--- config.mk ---
export PLATFORM = sky130hd
export DESIGN_NAME = alu_out_result_tx
export DESIGN_NICKNAME = d
export VERILOG_FILES = /design/src/rtl/alu_out_tx_pkg.sv /design/src/rtl/alu_out_result_fifo.sv /design/src/rtl/alu_out_result_tx.sv
export SDC_FILE = /design/constraint.sdc
export NUM_CORES = 1
export LEC_CHECK = 0
export ABC_CLOCK_PERIOD_IN_PS = 8300
export CORE_MARGIN = 5
export CORE_UTILIZATION = 50
export DETAILED_ROUTE_END_ITERATION = 16
export PLACE_DENSITY = 0.69
export SYNTH_ARGS = -nofsm -noshare
export SYNTH_HDL_FRONTEND = slang
export SYNTH_SLANG_ARGS = --single-unit
export TNS_END_PERCENT = 50
--- constraint.sdc ---
create_clock -name clk -period 8.3 [get_ports clk]
set_input_delay 2.075 -clock clk [delete_from_list [all_inputs] [get_ports clk]]
set_output_delay 2.075 -clock clk [all_outputs]
set_load 0.03 [all_outputs]
--- src/rtl/alu_out_tx_pkg.sv ---
// Shared types for the alu_out result transmitter: FSM state encoding and gap counter width.
package alu_out_tx_pkg;
  typedef enum logic [1:0] {IDLE, PULSE, GAP} alu_out_tx_state_t;
  localparam int ALU_OUT_GAP_WIDTH = 4;
endpackage

--- src/rtl/alu_out_result_fifo.sv ---
// Synchronous FIFO buffering ALU results ahead of the done-pulse generator.
// Head entry is presented combinationally on rdata; level counts 0..DEPTH.
module alu_out_result_fifo #(
  parameter int WIDTH = 16,
  parameter int DEPTH = 4,
  localparam int AW = $clog2(DEPTH)
) (
  input  logic             clk,
  input  logic             rst,
  input  logic             push,
  input  logic [WIDTH-1:0] wdata,
  input  logic             pop,
  output logic [WIDTH-1:0] rdata,
  output logic             full,
  output logic             empty,
  output logic [AW:0]      level
);
  logic [WIDTH-1:0] mem [DEPTH];
  logic [AW-1:0]    wr_ptr, rd_ptr;
  logic             push_ok, pop_ok;

  assign full    = (level == (AW+1)'(DEPTH));
  assign empty   = (level == '0);
  assign push_ok = push && !full;
  assign pop_ok  = pop && !empty;
  assign rdata   = mem[rd_ptr];

  // Depth is a power of two, so pointer overflow is the wrap.
  always_ff @(posedge clk) begin
    if (rst) begin
      wr_ptr <= '0;
      rd_ptr <= '0;
      level  <= '0;
    end else begin
      if (push_ok) wr_ptr <= wr_ptr + AW'(1);
      if (pop_ok)  rd_ptr <= rd_ptr + AW'(1);
      level <= level + (AW+1)'(push_ok) - (AW+1)'(pop_ok);
    end
  end

  always_ff @(posedge clk) begin
    if (push_ok) mem[wr_ptr] <= wdata;
  end
endmodule

--- src/rtl/alu_out_result_tx.sv ---
// Driving end of alu_out: buffers ALU results and emits one-cycle done pulses with a
// programmable minimum idle gap. Define ALU_OUT_TX_STATS_EN to add the tx_count port.
module alu_out_result_tx
  import alu_out_tx_pkg::*;
#(
  parameter int ALU_OUT_RESULT_WIDTH = 16,
  parameter int FIFO_DEPTH           = 4,
  localparam int LW = $clog2(FIFO_DEPTH) + 1
) (
  input  logic                            clk,
  input  logic                            rst,
  input  logic                            in_valid,
  output logic                            in_ready,
  input  logic [ALU_OUT_RESULT_WIDTH-1:0] in_result,
  input  logic [ALU_OUT_GAP_WIDTH-1:0]    gap_cycles,
  output logic                            done,
  output logic [ALU_OUT_RESULT_WIDTH-1:0] result,
  output logic [LW-1:0]                   fifo_level
`ifdef ALU_OUT_TX_STATS_EN
  ,
  output logic [15:0]                     tx_count
`endif
);
  alu_out_tx_state_t              state, state_n;
  logic [ALU_OUT_GAP_WIDTH-1:0]   gap_cnt, gap_n;
  logic [ALU_OUT_RESULT_WIDTH-1:0] head, data_q;
  logic                           full, empty, pop;

  assign in_ready = !full;

  alu_out_result_fifo #(
    .WIDTH (ALU_OUT_RESULT_WIDTH),
    .DEPTH (FIFO_DEPTH)
  ) u_fifo (
    .clk   (clk),
    .rst   (rst),
    .push  (in_valid),
    .wdata (in_result),
    .pop   (pop),
    .rdata (head),
    .full  (full),
    .empty (empty),
    .level (fifo_level)
  );

  always_comb begin
    state_n = state;
    gap_n   = gap_cnt;
    pop     = 1'b0;
    unique case (state)
      IDLE: begin
        if (!empty) begin
          pop     = 1'b1;
          state_n = PULSE;
        end
      end
      PULSE: begin
        if (gap_cycles == '0) begin
          pop     = !empty;
          state_n = empty ? IDLE : PULSE;
        end else begin
          gap_n   = gap_cycles;
          state_n = GAP;
        end
      end
      GAP: begin
        gap_n = gap_cnt - 1'b1;
        // Last low cycle: pop now so the next pulse lands after exactly gap_cycles lows.
        if (gap_cnt <= 1) begin
          pop     = !empty;
          state_n = empty ? IDLE : PULSE;
        end
      end
      default: state_n = IDLE;
    endcase
  end

  always_ff @(posedge clk) begin
    if (rst) begin
      state   <= IDLE;
      gap_cnt <= '0;
      data_q  <= '0;
    end else begin
      state   <= state_n;
      gap_cnt <= gap_n;
      if (pop) data_q <= head;
    end
  end

  // Output stage: PULSE state is mirrored one cycle later onto done/result.
  always_ff @(posedge clk) begin
    if (rst) begin
      done   <= 1'b0;
      result <= '0;
    end else begin
      done <= (state == PULSE);
      if (state == PULSE) result <= data_q;
    end
  end

`ifdef ALU_OUT_TX_STATS_EN
  always_ff @(posedge clk) begin
    if (rst)       tx_count <= '0;
    else if (done) tx_count <= tx_count + 16'd1;
  end
`endif
endmodule
Yosys cells after proc, flatten, opt, wreduce, memory -nomap -nowiden:

Memories as Yosys holds them, arrays and structs flattened. A register that Yosys moved wholly into a read port is not among the register bits.
Cells that the tools add are included.

* flip-flop bits (word level): 30
* bits in latches: 0
* memory bits (writable): 64
* ROM bits: 0
* word-level logic and storage cells: 43
* memories: 1

* add/sub/neg operators: 5
* multiply operators: 0
* div/mod/pow operators: 0
* order comparisons: 1
* equality and inequality tests: 6
* shift operators: 0
* muxes and demuxes: 13
* bitwise operators: 0
* reductions and logical operators: 10

Memories
* u_fifo.mem: words 4, bits a word 16, read ports 1, clocked after Yosys merged registers in 1, write ports 1, line alu_out_result_fifo.sv:18 `logic [WIDTH-1:0] mem [DEPTH];`

Operators with widths (number)
* 4-bit one-hot mux with 2 select lines: 1
* 1-bit two-way mux: 6
* 2-bit two-way mux: 3
* 2-bit != test, second input constant: 3
* 2-bit one-hot mux with 3 select lines: 1
* 2-bit by 1-bit adder with 2-bit output, second input constant: 2
* 4-bit by 1-bit <= comparator with 1-bit output, second input constant: 1
* 4-bit zero test: 1
* 4-bit two-way mux: 1
* 2-bit AND reduction: 2
* 4-bit by 1-bit subtractor with 4-bit output, second input constant: 1
* 3-bit by 1-bit adder with 3-bit output: 1
* 3-bit equality test, second input constant: 1
* 3-bit zero test: 1
* 1-bit one-hot mux with 3 select lines: 1
* 3-bit by 1-bit subtractor with 3-bit output: 1
* 2-bit by 1-bit equality test with 1-bit output, second input constant: 1
* 2-bit equality test, second input constant: 1
* 1-bit logical AND: 2
* 1-bit zero test: 2
* 2-bit zero test: 1
* 2-bit nonzero test: 1

Longest topological paths before layout:

Gate-level depths: netlist (run 1).

* word-level depth: 6
* mapped depth: 14
* gate-level depth less buffers: 14

Hierarchy:

Synthesis (run 1) repeated with hierarchy kept, for this count alone.

* cell total of the unflattened synthesis: 316
* area, all modules: 4588.2 µm²

By module, submodules not included
* alu_out_result_fifo: times used 1, cells an instance 135, area each 2808.9 µm², sequential area each 2102.0 µm²
* alu_out_result_tx: times used 1, cells an instance 181, area each 1779.2 µm², sequential area each 780.7 µm²

Worst setup path before layout (run 1):

OpenSTA, ideal clock, no wires.

* path type: input port to flip-flop
* start: input gap_cycles[2]
* end: register u_fifo.level[2]
* library setup time: 0.128 ns
* data arrival time: 4.077 ns
* path slack: 4.096 ns
* cell stages on the path: 12
* buffers on the path: 0
* cell sequence: nor4_2 -> and3b_4 -> o31ai_4 -> inv_2 -> ha_1 -> inv_1 -> ha_1 -> inv_1 -> fa_1 -> xor2_1 -> xnor2_1 -> nor2_1

* cells in the longest elaborated chain, start to end: 5

RTL lines
* start, declared: line alu_out_result_tx.sv:15 `input logic [ALU_OUT_GAP_WIDTH-1:0] gap_cycles,`
* 4-bit zero test: line alu_out_result_tx.sv:58 `if (gap_cycles == '0) begin`
* 1-bit two-way mux: line alu_out_result_tx.sv:58
* 1-bit one-hot mux with 3 select lines: line alu_out_result_tx.sv:50 `unique case (state)`
* 1-bit logical AND: line alu_out_result_fifo.sv:25 `assign pop_ok = pop && !empty;`
* net u_fifo.pop_ok: line alu_out_result_fifo.sv:20 `logic push_ok, pop_ok;`
* 3-bit by 1-bit subtractor with 3-bit output: line alu_out_result_fifo.sv:37 `level <= level + (AW+1)'(push_ok) - (AW+1)'(pop_ok);`
* end signal, assigned: line alu_out_result_fifo.sv:37
* end, declared: line alu_out_result_fifo.sv:16 `output logic [AW:0] level`

The timed path passes the listed nets, and every way through them passes these cells.
A chain may end at the register's enable or synchronous reset.

Final worst setup path (run 1):

* start: input gap_cycles[0]
* end: register u_fifo.level[2]

Same word-level chain as after synthesis.

==> results of run 1 <==
[kinds of logic after synthesis]
| logic type | Yosys count | share of synthesized area |
|---|---|---|
| XOR/XNOR | 3 | 0.005817 |
| buffers and inverters | 29 | 0.02714 |
| AND/OR/NAND/NOR | 82 | 0.1008 |
| flip-flops | 110 | 0.6292 |
| AO/OA/AOI/OAI | 24 | 0.03850 |
| multiplexers | 52 | 0.1609 |
| adder cells (fa/ha/maj) | 13 | 0.03766 |
[power by group]
group | total [mW] | switching [mW] | internal [mW]
Clock | 0.324 | 0.179 | 0.145
Combinational | 0.519 | 0.263 | 0.256
Sequential | 0.754 | 0.0699 | 0.684
Total | 1.60 | 0.513 | 1.08
[area by class of cell]
| type | count | area [sq um] |
|---|---|---|
| Fill cell | 705 | 3537 |
| Sequential cell | 110 | 2843 |
| Multi-Input combinational cell | 174 | 1553 |
| Timing Repair Buffer | 45 | 440.4 |
| Tap cell | 108 | 135.1 |
| Clock buffer | 10 | 127.6 |
| Clock inverter | 6 | 75.07 |
| Inverter | 14 | 52.55 |
[sequential cells by signal, summed over array words and instances (netlist names)]
signal / cells
result: 16
u_fifo.wr_ptr: 2
done: 1
gap_cnt: 4
u_fifo.mem: 64
data_q: 16
u_fifo.level: 3
u_fifo.rd_ptr: 2
state: 2
[placed cells by master, fill, tap and decap left out, drive strengths merged, types with 2 or more instances in the layout]
master         count
clkdlybuf4s50     42
o31a               2
edfxtp            64
inv               17
o21ai              5
mux2               2
nor2b              4
and2               5
ha                12
mux4              16
mux2i             34
xnor2              2
a21oi              7
nand2b            34
dfxtp             46
nand2              5
buf                3
o311ai             2
nor4               3
nor2              26
clkbuf            10
[worst register-to-register path, stage by stage, from the launching register on]
cell and delay [ps]:
dfxtp_1 350, inv_1 90, ha_1 420, and3b_4 290, o31ai_4 940, inv_2 120
ha_1 310, inv_1 50, ha_1 130, inv_1 50, fa_1 370, xor2_1 180
xnor2_1 140, nor2_1 50
[stage by stage]
| step | instances | area (sq um) | total power, mW | util | hold WS [ps] |
|---|---|---|---|---|---|
| finish | 467 | 5226 | 1.597 | 0.5964 | 485.7 |
| global route | 467 | 5226 | 1.699 | 0.5964 | 508.8 |
| CTS | 467 | 5226 | 1.618 | 0.5964 | 485.1 |
| detailed placement | 451 | 5024 | 1.295 | 0.5732 | 468.3 |
| global placement | 451 | 5024 | 1.280 | 0.5732 | 460.9 |
| floorplan | 313 | 4518 | 1.161 | - | 451.6 |
[final timing paths]
check                                            start                          to
worst max-delay path                     gap_cycles[0]  u_fifo.level[2]$_SDFF_PP0_
worst min-delay path            data_q[3]$_SDFFE_PP0N_      data_q[3]$_SDFFE_PP0N_
worst max register to register   state[0]$_SDFFE_PP0P_  u_fifo.level[2]$_SDFF_PP0_
worst min register to register  data_q[3]$_SDFFE_PP0N_      data_q[3]$_SDFFE_PP0N_
[metal layers]
metal | GRT usage | up-vias
met3 | 0.04501 | 8
met2 | 0.2361 | 45
met4 | 0.02648 | 0
met1 | 0.1705 | 1170
met5 | 0 | -
li1 | - | 1208
==> out/metrics.cfg, run 1 <==
[setup_path]
worstSetupPathType = in2reg
critPathMaxStageDelay_ps = 940
cp-end-kind = flop
crit_buf_inv = 4
cp_cell_sequence = clkdlybuf4s50_1, nor4_2, and3b_4, o31ai_4, inv_2, ha_1, inv_1, ha_1, inv_1, fa_1, xor2_1, xnor2_1, nor2_1
cpLargestDelayFamily = compound AO/OA/AOI/OAI gates
cp_num_cells = 13
critPathArrivalTime_ps = 5220
ff2ff_setup_slack_ps = 4680
critPathLaunchType = primary input
cp_slowest_cell = o31ai_4
reg2regPathDepth = 13
worstPathMaxFanout = 17
cp.required_ps = 8510

[yosys]
yosys-top-cells-area = edfxtp_1 43%, dfxtp_1 20%, mux4_2 8.0%
synth_cell_types = 40
synth_area_sq_mm = 0.004518
syn_avg_cell_area_sq_um = 14.43
synth_ff_type = edfxtp_1
yosys-top-cells-count = 64 x edfxtp_1, 46 x dfxtp_1, 34 x mux2i_1, 34 x nand2b_1, 26 x nor2_1
ys_ff_latch = 110
synth.most_common_cell = edfxtp_1
yosysWarnings = 0
synth_edf_count = 64
syn_nets = 349
async_flop_share = 0
synth.top_cell.area_share = 0.4254
yosysTopAreaCell = edfxtp_1
syn-instance-count = 313
seq_area_frac_synth = 0.6292

[global_routing]
grt_pass1_wl_mm = 12.23
first_global_vias = 2511
grt_usage = 0.1373
grt_start_max_net_pins = 66
grt.overflow.total = 0
antenna_found_initial = 0

[drt]
dr.pass1.iters = 4
vias = 2431
wl_met1_mm = 3.255
via_per_inst = 5.206
highest_layer = met4
route.met2.wl_mm = 3.746
wl_per_cell_um = 15.77
drc = 0
antenna_left = 0
drt_iter0_drc = 81
wl_met3_um = 306
routed_wl_mm = 7.364

[layout]
drive_above_1_share = 0.1170
areaGrowthSynthToFinish_pct = 15.67
fin_nets = 390
antenna_cells = 0

[floorplanning]
core_area_sq_mm = 0.008763
start_util = 0.5156
die_h_um = 105.1
dieArea_sq_mm = 0.01104
io-pin-count = 44
die_w_um = 105.1
num_rows = 34

[clock_tree]
clockRootBuffer = clkbuf_8
clk_latency_ps = 360
cts_tree = yes
postCtsHoldBufs = 0
clkTransAtPathRegs_ps = 100
cts.repair.resized = 0
ctsHtreeMaxLevel = 3
cts_setup_buffers = 0
clock_sinks = 110
cts_buffer_depth = 2
cts_inserted_buffers = 9

[timing]
fin_skew_ps = 10.92
fmax_mhz = 199.7
fin_crit_sh = 0.6034
hold_viol = 0
finalSetupTns_ps = 0
period_minus_slack_ps = 5008
relSlewSlack = 0.2395
slew_violations = 0
tightestPinTransition_ps = 1141
layout_setup_ws_ps = 3292
rsz0062_at_grt = no
setup_viol = 0

[place]
pre_cts_ws_ps = 2867
gp_routability_congestion = 0.7537
port_buffers = 43
hpwl_mm = 4.750

[outcome]
outcome = finished, final reports clean

[flow_run]
maxCapViolCount = 0

[pwr]
power.ir.vdd_worst_uv = 133.5
power_density_mw_per_mm2 = 305.6
p_leak_nw = 1.841

[hold_path]
worstHoldPathType = reg2reg
hold-path-cell-count = 2

No activity file was read; power rests on OpenSTA's default activity.
==> run 2: changes to the inputs <==
--- a/config.mk
+++ b/config.mk
@@ -5,7 +5,7 @@
 export SDC_FILE = /design/constraint.sdc
 export NUM_CORES = 1
 export LEC_CHECK = 0
-export ABC_CLOCK_PERIOD_IN_PS = 8300
+export ABC_CLOCK_PERIOD_IN_PS = 5150
 export CORE_MARGIN = 5
 export CORE_UTILIZATION = 50
 export DETAILED_ROUTE_END_ITERATION = 16
==> constraint.sdc (replaced) <==
create_clock -name clk -period 5.15 [get_ports clk]
set_input_delay 1.2875 -clock clk [delete_from_list [all_inputs] [get_ports clk]]
set_output_delay 1.2875 -clock clk [all_outputs]
set_load 0.03 [all_outputs]
==> run 2 against run 1 <==
Critical path type unchanged. Via count down 0.29%. First-iteration DRC count shrank 6.2%. Largest power group unchanged. Register-to-register slack worse by 2700 ps. Global-route usage increased by 0.90 points. Final cell count increased by 0.21%. Sequential share of layout area shrank 0.13 points. Utilization increased by 0.14 points. Clock power rose by 59%. Critical path depth grew 1.
==> out/metrics.cfg, run 2 (same netlist as run 1, synthesis figures left out) <==
[pwr]
power.ir.vdd_worst_uv = 197.5
pwr-share-seq = 0.471
internal_power_mw = 1.735
p_leak_nw = 1.853
p_comb_frac = 0.329
switching_share = 0.3263
power_density_mw_per_mm2 = 491.7
clkPwrFrac = 0.200
p_switching_mw = 0.8405

[drt]
antenna_left = 0
via_per_inst = 5.179
drc = 0
routed_wl_mm = 7.490
vias = 2424
wl_per_cell_um = 16.00
drt_iter0_drc = 76
dr.pass1.iters = 4

[timing]
period_minus_slack_ps = 3853
finalSetupTns_ps = 0
setup_viol = 0
hold_viol = 0
fin_skew_ps = 8.394
relSlewSlack = 0.3600
fmax_mhz = 259.5
tightestPinTransition_ps = 960.0
fin_crit_sh = 0.7482
slew_violations = 0
rsz0062_at_grt = no

[outcome]
outcome = finished, final reports clean

[layout]
reg.largest.list = u_fifo.mem x64, data_q x16, result x16
instances_no_fill = 468
antenna_cells = 0
max_flop_register = u_fifo.mem
largest_register_ffs = 64
drive_above_1_share = 0.1222
layout_commonest_cell = edfxtp_1
areaGrowthSynthToFinish_pct = 15.95
fin_nets = 391
layout_common_cells = 64 x edfxtp_1, 46 x dfxtp_1, 42 x clkdlybuf4s50_1

[floorplanning]
start_util = 0.5156
die_w_um = 105.1
die_h_um = 105.1
core_area_sq_mm = 0.008763
io-pin-count = 44
num_rows = 34
dieArea_sq_mm = 0.01104

[setup_path]
worstPathMaxFanout = 17
cp-end-kind = flop
worstSetupPathType = in2reg
cp.required_ps = 5360
critPathLaunchType = primary input
critPathArrivalTime_ps = 4070

[global_routing]
grt.overflow.total = 0
grt_pass1_wl_mm = 12.75
antenna_found_initial = 0
grt_start_max_net_pins = 66
first_global_vias = 2517
grt_usage = 0.1462

[clock_tree]
ctsHtreeMaxLevel = 3
cts_inserted_buffers = 9
cts_setup_buffers = 0
clk_latency_ps = 360
cts_tree = yes
postCtsHoldBufs = 0
cts.repair.resized = 0
clock_sinks = 110
clkTransAtPathRegs_ps = 100
cts_buffer_depth = 2
clockRootBuffer = clkbuf_8

[place]
gp_routability_congestion = 0.7360
dp_cells = 452
hpwl_mm = 4.880
port_buffers = 43

[flow_run]
maxCapViolCount = 0

[hold_path]
worstHoldPathType = reg2reg

==> run 2: worst max-delay path, stage by stage <==
cell	delay, ps
clkdlybuf4s50_1	440
nor4_2	460
and3b_4	290
o31ai_4	70
buf_4	250
inv_2	110
ha_1	220
inv_1	60
ha_1	120
inv_1	50
fa_1	370
xor2_1	160
xnor2_1	130
nor2_1	50
==> run 2: layout make-up <==
type                    instances  area, sq um
repair buffers                 46        447.9
flip-flops and latches        110         2843
clock buffers                  10        148.9
inverters                      14        52.55
multi-input cells             174         1553
clock inverters                 6        58.81
well taps                     108        135.1
fillers                       708         3525
==> run 2: worst paths after layout <==
check / startpoint / slack (ps) / depth (start not counted) / endpoint
setup / recovery: gap_cycles[2] / 1300 / 14 / u_fifo.level[2]$_SDFF_PP0_
hold / removal: data_q[13]$_SDFFE_PP0N_ / 480 / 2 / data_q[13]$_SDFFE_PP0N_
setup reg to reg: state[0]$_SDFFE_PP0P_ / 1990 / 14 / u_fifo.level[2]$_SDFF_PP0_
hold reg to reg: data_q[13]$_SDFFE_PP0N_ / 480 / 2 / data_q[13]$_SDFFE_PP0N_
==> run 2: stage by stage <==
stage | setup WS (ps) | util | hold WS (ps) | total power [mW] | instance area [sq um]
finish | 1297 | 0.5978 | 481.7 | 2.576 | 5239
global route | 1095 | 0.5978 | 509.0 | 2.749 | 5239
CTS | 1280 | 0.5978 | 486.6 | 2.612 | 5239
detailed placement | 897.3 | 0.5741 | 469.5 | 2.096 | 5031
global placement | 944.2 | 0.5741 | 461.4 | 2.066 | 5031
floorplan | 1733 | - | 451.6 | 1.871 | 4518
==> run 2: routing by layer <==
metal | global-route usage | routed length, um
met1 | 0.1757 | 3251
met2 | 0.2554 | 3886
met3 | 0.04192 | 261
met4 | 0.04292 | 90
met5 | 0 | 0
==> run 2: power by group through the flow <==
stage / registers [mW] / clock network, mW / logic [mW]
floorplan: 1.24 / 0 / 0.635
global placement: 1.23 / 0 / 0.837
detailed placement: 1.24 / 0 / 0.859
CTS: 1.22 / 0.532 / 0.863
global route: 1.24 / 0.574 / 0.935
finish: 1.21 / 0.515 / 0.846
==> run 3: changes to the inputs <==
--- a/config.mk
+++ b/config.mk
@@ -5,11 +5,11 @@
 export SDC_FILE = /design/constraint.sdc
 export NUM_CORES = 1
 export LEC_CHECK = 0
-export ABC_CLOCK_PERIOD_IN_PS = 5150
+export ABC_CLOCK_PERIOD_IN_PS = 3300
 export CORE_MARGIN = 5
 export CORE_UTILIZATION = 50
 export DETAILED_ROUTE_END_ITERATION = 16
-export PLACE_DENSITY = 0.69
+export PLACE_DENSITY = 0.72
 export SYNTH_ARGS = -nofsm -noshare
 export SYNTH_HDL_FRONTEND = slang
 export SYNTH_SLANG_ARGS = --single-unit
==> constraint.sdc (replaced) <==
create_clock -name clk -period 3.3 [get_ports clk]
set_input_delay 0.825 -clock clk [delete_from_list [all_inputs] [get_ports clk]]
set_output_delay 0.825 -clock clk [all_outputs]
set_load 0.03 [all_outputs]
==> run 3 against run 2 <==
Clock-buffer cell count grew 2. Total power rose by 58%. Register-to-register slack got worse by 1500 ps.
==> out/metrics.cfg, run 3 (same netlist as run 1, synthesis figures left out) <==
[outcome]
outcome = finished, final reports clean

[layout]
seqCellArea_sq_mm = 0.002843
drive_above_1_share = 0.1386
reg.largest.list = u_fifo.mem x64, data_q x16, result x16
antenna_cells = 0
n_fill_cell = 704
largest_register_ffs = 64
max_flop_register = u_fifo.mem
multi_input_area_sq_mm = 0.001553
layout_commonest_cell = edfxtp_1
utilization = 0.6049
layout_common_cells = 64 x edfxtp_1, 46 x dfxtp_1, 42 x clkdlybuf4s50_1
fin_nets = 399
areaGrowthSynthToFinish_pct = 17.34

[setup_path]
cp_slowest_cell = clkdlybuf4s50_1
worstPathMaxFanout = 3
r2r_end = u_fifo.level[2]$_SDFF_PP0_
worstSetupPathType = in2reg
critPathArrivalTime_ps = 3180
cp.required_ps = 3530
reg2regPathDepth = 13
critPathLaunchType = primary input
crit-reg2reg-launch = state[0]$_SDFFE_PP0P_
cp_cell_sequence = clkdlybuf4s50_1, nor4_2, and3b_4, o31ai_4, inv_2, ha_1, inv_1, ha_1, inv_1, fa_1, xor2_1, xnor2_1, nor2_1
cp-end-kind = flop
critPathMaxStageDelay_ps = 440
ff2ff_setup_slack_ps = 530

[drt]
vias = 2492
drc = 0
via_per_inst = 5.235
wl_per_cell_um = 15.80
drt_iter0_drc = 73
dr.pass1.iters = 4
antenna_left = 0
routed_wl_mm = 7.519

[clock_tree]
cts_inserted_buffers = 9
cts_tree = yes
postCtsHoldBufs = 0
clock_sinks = 110
clockRootBuffer = clkbuf_8
cts.repair.resized = 0
clkTransAtPathRegs_ps = 100
cts_setup_buffers = 0
cts_buffer_depth = 2
clk_latency_ps = 360
ctsHtreeMaxLevel = 3

[pwr]
p_leak_nw = 1.895
power.ir.vdd_worst_uv = 355.7
power_density_mw_per_mm2 = 767.8

[floorplanning]
num_rows = 34
core_area_sq_mm = 0.008763
dieArea_sq_mm = 0.01104
die_w_um = 105.1
start_util = 0.5156
die_h_um = 105.1
io-pin-count = 44

[timing]
tightestPinTransition_ps = 898.3
slew_violations = 0
fmax_mhz = 339.1
finalSetupTns_ps = 0
fin_skew_ps = 14.81
relSlewSlack = 0.4003
setup_viol = 0
hold_viol = 0
period_minus_slack_ps = 2949
layout_setup_ws_ps = 351.0
rsz0062_at_grt = no
fin_crit_sh = 0.8936
whs_ps = 481.4

[hold_path]
hold-path-cell-count = 2
worstHoldPathType = reg2reg
min-delay-start = data_q[1]$_SDFFE_PP0N_
hold_path_end = data_q[1]$_SDFFE_PP0N_

[global_routing]
grt_pass1_wl_mm = 12.83
antenna_found_initial = 0
grt.overflow.total = 0
grt_start_max_net_pins = 38
grt_usage = 0.1459
first_global_vias = 2592

[flow_run]
maxCapViolCount = 0

[place]
pre_cts_ws_ps = -26.83
port_buffers = 43
hpwl_mm = 4.910
gp_routability_congestion = 0.7981

[run 3: changes by cell type in the layout (fill, tap and decap cells not counted)]
cell / delta
clkbuf_16: +1
clkinv_4: +1
clkinv_8: -1
buf_4: +8
inv_6: -1
clkbuf_1: +1
inv_4: +1
inv_8: -1
clkinv_2: -1
[run 3: worst max path at each step]
stage / slack, ps / startpoint / to / depth (start not counted)
floorplan: 350 / gap_cycles[2] / u_fifo.level[2]$_SDFF_PP0_ / 12
finish: 350 / gap_cycles[2] / u_fifo.level[2]$_SDFF_PP0_ / 13
global route: 210 / gap_cycles[2] / u_fifo.level[2]$_SDFF_PP0_ / 13
detailed placement: -30 / gap_cycles[2] / u_fifo.level[2]$_SDFF_PP0_ / 13
global placement: 10 / gap_cycles[2] / u_fifo.level[2]$_SDFF_PP0_ / 13
CTS: 350 / gap_cycles[2] / u_fifo.level[2]$_SDFF_PP0_ / 13
[run 3: area by class of cell]
cell class / count / area share
flip-flops and latches: 110 / 0.5362
multi-input cells: 174 / 0.2929
repair buffers: 54 / 0.09582
clock buffers: 12 / 0.03351
inverters: 14 / 0.009913
clock inverters: 4 / 0.006136
well taps: 108 / 0.02549
[run 3: power breakdown]
part	switching, mW	internal [mW]
clock	0.449	0.375
sequential	0.172	1.72
combinational	0.682	0.675
[run 3: through the flow]
step                instances  area [sq um]  total power [mW]
floorplan                 313          4518             2.920
global placement          460          5091             3.253
global route              476          5301             4.338
detailed placement        460          5091             3.300
finish                    476          5301             4.070
CTS                       476          5301             4.118
[run 3: worst max-delay path: cells and delay by family]
kind	cells	cell delay [ps]
adder cells (fa/ha/maj)	3	710
buffers and inverters	4	610
AND/OR/NAND/NOR	3	630
AO/OA/AOI/OAI	1	80
XOR/XNOR	2	310
[run 3: metal layers]
| metal | track usage | share of wire | vias to the layer above |
|---|---|---|---|
| met5 | 0 | 0 | - |
| met4 | 0.05479 | 0.0086 | 0 |
| met3 | 0.02959 | 0.037 | 7 |
| met2 | 0.2392 | 0.49 | 36 |
| met1 | 0.1920 | 0.46 | 1224 |
| li1 | - | - | 1225 |
